## src/rtl/bcd_pkg.sv

```systemverilog
// Shared constants, state encoding and helpers for the sequential BCD-to-binary converter.
// Optional feature macro: BCD2BIN_DIGIT_CHECK_EN (adds the invalid-digit helper).
package bcd_pkg;

  localparam int unsigned BIN_W        = 14;
  localparam int unsigned BCD_DIGITS   = 4;
  localparam int unsigned DIGIT_W      = 4;
  localparam int unsigned BCD_W        = BCD_DIGITS * DIGIT_W;
  localparam int unsigned SHIFT_CYCLES = 14;
  localparam int unsigned CNT_W        = 4;

  typedef enum logic [1:0] {
    ST_IDLE  = 2'd0,
    ST_SHIFT = 2'd1,
    ST_DONE  = 2'd2
  } state_t;

`ifdef BCD2BIN_DIGIT_CHECK_EN
  // True when every packed BCD digit is in 0..9.
  function automatic logic bcd_all_valid(input logic [BCD_W-1:0] v);
    logic ok;
    ok = 1'b1;
    for (int i = 0; i < int'(BCD_DIGITS); i++) begin
      if (v[i*DIGIT_W +: DIGIT_W] > 4'd9) ok = 1'b0;
    end
    return ok;
  endfunction
`endif

endpackage

```

## src/rtl/bcd_digit_sub3.sv

```systemverilog
// One-digit correction step for reverse double-dabble.
// Ports: din (4-bit digit after shift), dout (din-3 when din>=8, else din).
module bcd_digit_sub3
  import bcd_pkg::*;
(
  input  logic [DIGIT_W-1:0] din,
  output logic [DIGIT_W-1:0] dout
);

  assign dout = (din >= DIGIT_W'(8)) ? (din - DIGIT_W'(3)) : din;

endmodule

```

## src/rtl/bcd2bin_seq.sv

```systemverilog
// Sequential 4-digit BCD to 14-bit binary converter (reverse double-dabble, one bit per cycle).
// Ports: clk, rst (sync, active-high), start, thousands/hundreds/tens/ones (BCD digits),
//        bin (registered result), busy, done (one-cycle pulse), err (only with BCD2BIN_DIGIT_CHECK_EN).
// Macro BCD2BIN_DIGIT_CHECK_EN: reject digits >9 with an immediate err/done and bin=0.
module bcd2bin_seq
  import bcd_pkg::*;
(
  input  logic               clk,
  input  logic               rst,
  input  logic               start,
  input  logic [DIGIT_W-1:0] thousands,
  input  logic [DIGIT_W-1:0] hundreds,
  input  logic [DIGIT_W-1:0] tens,
  input  logic [DIGIT_W-1:0] ones,
  output logic [BIN_W-1:0]   bin,
  output logic               busy,
  output logic               done
`ifdef BCD2BIN_DIGIT_CHECK_EN
  ,
  output logic               err
`endif
);

  state_t               state, state_next;
  logic [BCD_W-1:0]     bcd_reg;
  logic [BIN_W-1:0]     shift_reg;
  logic [CNT_W-1:0]     cnt;
  logic [BCD_W-1:0]     digits;
  logic [BCD_W+BIN_W-1:0] cat_sh;
  logic [BCD_W-1:0]     bcd_sh;
  logic [BCD_W-1:0]     bcd_next;
  logic [BIN_W-1:0]     shift_next;
  logic                 accept;
  logic                 last_shift;
  logic                 busy_d;
  logic                 done_d;
`ifdef BCD2BIN_DIGIT_CHECK_EN
  logic                 bad_q;
  logic                 err_d;
`endif

  assign digits = {thousands, hundreds, tens, ones};

  // Shift the combined register right; the BCD LSB moves into the binary MSB.
  assign cat_sh     = {bcd_reg, shift_reg} >> 1;
  assign bcd_sh     = cat_sh[BIN_W +: BCD_W];
  assign shift_next = cat_sh[BIN_W-1:0];

  // Per-digit correction after the shift.
  for (genvar g = 0; g < int'(BCD_DIGITS); g++) begin : g_digit
    bcd_digit_sub3 u_sub3 (
      .din  (bcd_sh[g*DIGIT_W +: DIGIT_W]),
      .dout (bcd_next[g*DIGIT_W +: DIGIT_W])
    );
  end

  // State register.
  always_ff @(posedge clk) begin
    if (rst) state <= ST_IDLE;
    else     state <= state_next;
  end

  // Next-state logic.
  always_comb begin
    state_next = state;
    case (state)
      ST_IDLE: begin
        if (start) begin
`ifdef BCD2BIN_DIGIT_CHECK_EN
          state_next = bcd_all_valid(digits) ? ST_SHIFT : ST_DONE;
`else
          state_next = ST_SHIFT;
`endif
        end
      end
      ST_SHIFT: if (last_shift) state_next = ST_DONE;
      ST_DONE:  state_next = ST_IDLE;
      default:  state_next = ST_IDLE;
    endcase
  end

  // Output/control decode; done and err lag the DONE state by one registered cycle.
  always_comb begin
    accept     = (state == ST_IDLE) && start;
    last_shift = (state == ST_SHIFT) && (cnt == CNT_W'(SHIFT_CYCLES - 1));
    busy_d     = (state_next != ST_IDLE);
    done_d     = (state == ST_DONE);
`ifdef BCD2BIN_DIGIT_CHECK_EN
    err_d      = (state == ST_DONE) && bad_q;
`endif
  end

  // Datapath and registered outputs.
  always_ff @(posedge clk) begin
    if (rst) begin
      bcd_reg   <= '0;
      shift_reg <= '0;
      cnt       <= '0;
      bin       <= '0;
      busy      <= 1'b0;
      done      <= 1'b0;
`ifdef BCD2BIN_DIGIT_CHECK_EN
      bad_q     <= 1'b0;
      err       <= 1'b0;
`endif
    end else begin
      busy <= busy_d;
      done <= done_d;
`ifdef BCD2BIN_DIGIT_CHECK_EN
      err  <= err_d;
`endif
      if (accept) begin
        bcd_reg   <= digits;
        shift_reg <= '0;
        cnt       <= '0;
`ifdef BCD2BIN_DIGIT_CHECK_EN
        bad_q     <= !bcd_all_valid(digits);
`endif
      end else if (state == ST_SHIFT) begin
        bcd_reg   <= bcd_next;
        shift_reg <= shift_next;
        cnt       <= cnt + CNT_W'(1);
      end
      if (last_shift) bin <= shift_next;
`ifdef BCD2BIN_DIGIT_CHECK_EN
      if ((state == ST_DONE) && bad_q) bin <= '0;
`endif
    end
  end

endmodule

```

## config.mk

```make
export PLATFORM = sky130hd
export DESIGN_NAME = bcd2bin_seq
export DESIGN_NICKNAME = d
export VERILOG_FILES = /design/src/rtl/bcd_pkg.sv /design/src/rtl/bcd_digit_sub3.sv /design/src/rtl/bcd2bin_seq.sv
export SDC_FILE = /design/constraint.sdc
export NUM_CORES = 1
export LEC_CHECK = 0
export ABC_AREA = 1
export BUFFER_PORTS_ARGS = -buffer_cell sky130_fd_sc_hd__buf_4
export CORE_UTILIZATION = 55
export CTS_CLUSTER_SIZE = 24
export DETAILED_ROUTE_END_ITERATION = 6
export PLACE_DENSITY_LB_ADDON = 0.08
export SYNTH_ARGS = -nofsm -noshare
export SYNTH_HDL_FRONTEND = slang
export SYNTH_SLANG_ARGS = --single-unit
```

## constraint.sdc

```tcl
create_clock -name clk -period 1.5 [get_ports clk]
set_clock_uncertainty 0.05 [all_clocks]
set_input_delay 0.15 -clock clk [delete_from_list [all_inputs] [get_ports clk]]
set_output_delay 0.15 -clock clk [all_outputs]
set_load 0.01 [all_outputs]
```

==> results.txt <==
----------------------------------------------------
[Finish]
  Most frequent cells in the layout ... sky130_fd_sc_hd__nand2_1 (117), sky130_fd_sc_hd__dfxtp_1 (51), sky130_fd_sc_hd__buf_4 (40)
  Most common cell after layout, fill and taps aside ... sky130_fd_sc_hd__nand2_1
  Antenna diode count ... 0
  Final std cell area, no fill ... 0.00267 mm²
  Largest register FFs ... 16
  Post-synthesis to final-layout area growth ... 18.9%
  Footprint of the flip-flops and latches ... 0.00102 mm²
  Area taken by multi-input logic gates ... 0.00100 mm²
  Layout cells sized above 1 ... 0.176
  Filler cells ... around 320
  Number of nets in the layout ... roughly 380
  Util after Layout ... 0.703

[Yosys]
  Netlist cell types ... 22
  Flop and latch count out of synthesis ... 51
  Cell area after synthesis ... 0.00225 mm²
  Part of the Yosys area used for sequential elements ... 0.455
  Number of nets in the synthesized netlist ... 344
  Count of yosys warnings during synthesis ... 0
  Mean Syn Cell Area ... 7.08 µm²
  Gate count after technology mapping ... 317

[Global routing]
  First-pass GRT wire length ... slightly below 8 mm
  Total congestion overflow after global routing ... 0
  Number of antenna violations at the first check in global routing ... 0
  Pin count of the biggest net entering global routing ... 21
  Gr usage total ... 0.232
  Via count of the first global-routing pass ... 1685

[Route]
  Routed met1 length ... 2.34 mm
  Total number of vias ... roughly 2000
  Number of DRC markers in iteration 0 ... 168
  Total DRC errors in the routed layout ... 0
  Number of detailed-routing iterations run before antenna repair ... 5
  Average detailed-routed wire length per instance ... 11.4 µm
  ANT nets after route ... 0
  Via-to-Cell Ratio ... 4.97
  DR WL met2 ... just under 2 mm
  Routed length on met3 ... 239 µm
  Uppermost layer routed ... met4
  Total routed wirelength ... 4.58 mm

[Worst setup path]
  Largest driver fanout on the critical path ... 15
  Kind of critical path ... reg2reg
  Max incr delay on CP ... 0.54 ns
  Cell with the biggest individual delay on the critical path ... sky130_fd_sc_hd__o21ai_2
  Buffers & Inverters on Critical Path ... 1
  Crit path cell chain ... o21ai_2 -> nand2_1 -> nand2_1 -> inv_1 -> a21oi_1
  Library cell appearing most often on the critical path ... sky130_fd_sc_hd__nand2_1
  Family with the most delay on the worst path ... compound AO/OA/AOI/OAI gates
  Critical Path Start Type ... flop
  CP Capture Type ... flop
  Required @ worst endpoint ... 1.69 ns
  Arrival time of data at the critical path endpoint ... between 1.5 and 2 ns

[Place]
  Post-Place Cell Area ... between 0.002 and 0.003 mm²
  Port bufs ... 34
  Worst setup slack before clock tree synthesis ... 0.121 ns
  Global placement routability congestion ... approximately 0.84
  Half-perimeter wire length after detailed placement ... 3.30 mm

[Power]
  Fraction of power consumed by combinational cells ... 0.103
  Reg power frac ... 0.534
  Worst VDD drop ... 741 µV
  Static Leak ... 1.25 nW
  Share of total power in the clock network ... 0.363
  Switching power total ... 0.666 mW
  PnR Total Power ... 2.67 mW
  Share of total power consumed by net switching ... 0.249
  Pwr Density ... 1000 mW/mm²
  Int Power ... 2.01 mW

[Clock tree]
  Bufs on Longest Clock Path ... 2
  Clock buffers created by TritonCTS ... 5
  Post-CTS clock slew at the launch and capture registers of the worst setup and hold paths ... 0.09 ns
  Root buffer selected by CTS ... sky130_fd_sc_hd__clkbuf_8
  Clock sink total ... 51
  Count of buffers added by post-CTS timing repair for setup ... 0
  Worst-Skew Late Latency ... 0.31 ns
  Number of H-tree branching levels ... 2
  CTS tree ... yes

[STA]
  Fmax achieved ... 0.736 GHz
  Share of the cycle needed by the critical path after routing ... 0.906
  Sum of negative setup slack ... 0 ns
  Minimum clock period ... 1.36 ns
  RSZ-0062 raised after global routing ... no
  Fin worst setup slack ... ~0.14 ns
  Final Hold Fails ... 0
  Max-slew violation total from the final report ... 0
  Finish-stage setup viols ... 0
  Measured slew at the worst slew-check pin ... 0.617 ns
  Relative slew slack ... 0.588

[Min path]
  Class of the tightest hold or removal check ... in2reg

[Floorplanning]
  Row Count ... 22
  Ports ... 35
  Placeable core region ... 0.00380 mm²
  Width of the die ... 65.9 µm
  Initial core utilization ... 0.591
  Die ar. ... 0.00434 mm²
  Die Y-Extent ... 65.9 µm

[Run status]
  Outcome ... finished, final reports clean

[Job]
  Total of max-cap violations ... 0

----------------------------------------------------
==> cell usage after synthesis, drive strengths merged <==
master,n,area [µm²]
dfxtp,51,1020
ha,8,100
nor3,3,20.0
inv,39,146
o211ai,2,15.0
buf,13,73.8
o21bai,2,15.0
nand4,2,12.5
nand2,119,452
o21a,1,7.51
nand3,34,170
a31oi,3,18.8
nor2,14,60.1
a21oi,19,95.1
o21ai,7,38.8
==> logic make-up (layout without fill, tap and decap cells) <==
family                   after synthesis  count (layout)  share of synthesized area
AO/OA/AOI/OAI                         34              34                     0.0847
adder cells (fa/ha/maj)                8               8                     0.0446
buffers and inverters                 52              88                     0.0980
flip-flops                            51              51                      0.455
AND/OR/NAND/NOR                      172             172                      0.318
==> worst register-to-register path, stage by stage, from the launching register on <==
cell and delay (ns):
sky130_fd_sc_hd__dfxtp_1 0.38, sky130_fd_sc_hd__o21ai_2 0.54, sky130_fd_sc_hd__nand2_1 0.11, sky130_fd_sc_hd__nand2_1 0.09
sky130_fd_sc_hd__inv_1 0.04, sky130_fd_sc_hd__a21oi_1 0.10
==> per-layer routing <==
| layer | up-vias | GRT usage |
|---|---|---|
| met2 | 50 | 0.344 |
| li1 | 1057 | - |
| met1 | 880 | 0.327 |
| met4 | 0 | 0.0897 |
| met3 | 7 | 0.0483 |
| met5 | - | 0 |
==> power by group through the flow <==
stage               registers (mW)  logic, mW  clock network, mW
global route                  1.43      0.316               1.05
CTS                           1.43      0.278              0.993
global placement              1.46      0.272                  0
floorplan                     1.45      0.186                  0
detailed placement            1.46      0.276                  0
finish                        1.43      0.276              0.971
==> worst paths after layout <==
kind | start | to | slack (ns) | depth (start not counted)
max reg2reg | state[0]$_SDFF_PP0_ | bcd_reg[2]$_SDFFE_PP0P_ | 0.14 | 5
min | rst | bcd_reg[11]$_SDFFE_PP0P_ | 0.03 | 2
min reg2reg | bcd_reg[0]$_SDFFE_PP0P_ | shift_reg[13]$_SDFFE_PP0P_ | 0.42 | 2
max | state[0]$_SDFF_PP0_ | bcd_reg[2]$_SDFFE_PP0P_ | 0.14 | 5
==> what timing repair did <==
item,4_1_cts,5_1_grt
setup endpoints to repair,0,9
hold buffers,0,0
resized for setup,0,1
==> stage by stage <==
| stage | std cells | hold WS, ns |
|---|---|---|
| final | 401 | 0.0313 |
| after global routing | 401 | 0.0291 |
| after CTS | 401 | 0.0236 |
| after detailed placement | 393 | 0.358 |
| after global placement | 393 | 0.352 |
| after floorplan | 317 | 0.243 |
==> area by class of cell <==
type / count / share of cell area
timing repair buffer: 41 / 0.120
inverter: 39 / 0.0558
tap: 48 / 0.0225
clock inverter: 3 / 0.0173
sequential: 51 / 0.382
clock buffer: 5 / 0.0258
multi-input combinational: 214 / 0.376
Power figures use the tool's default switching activity.
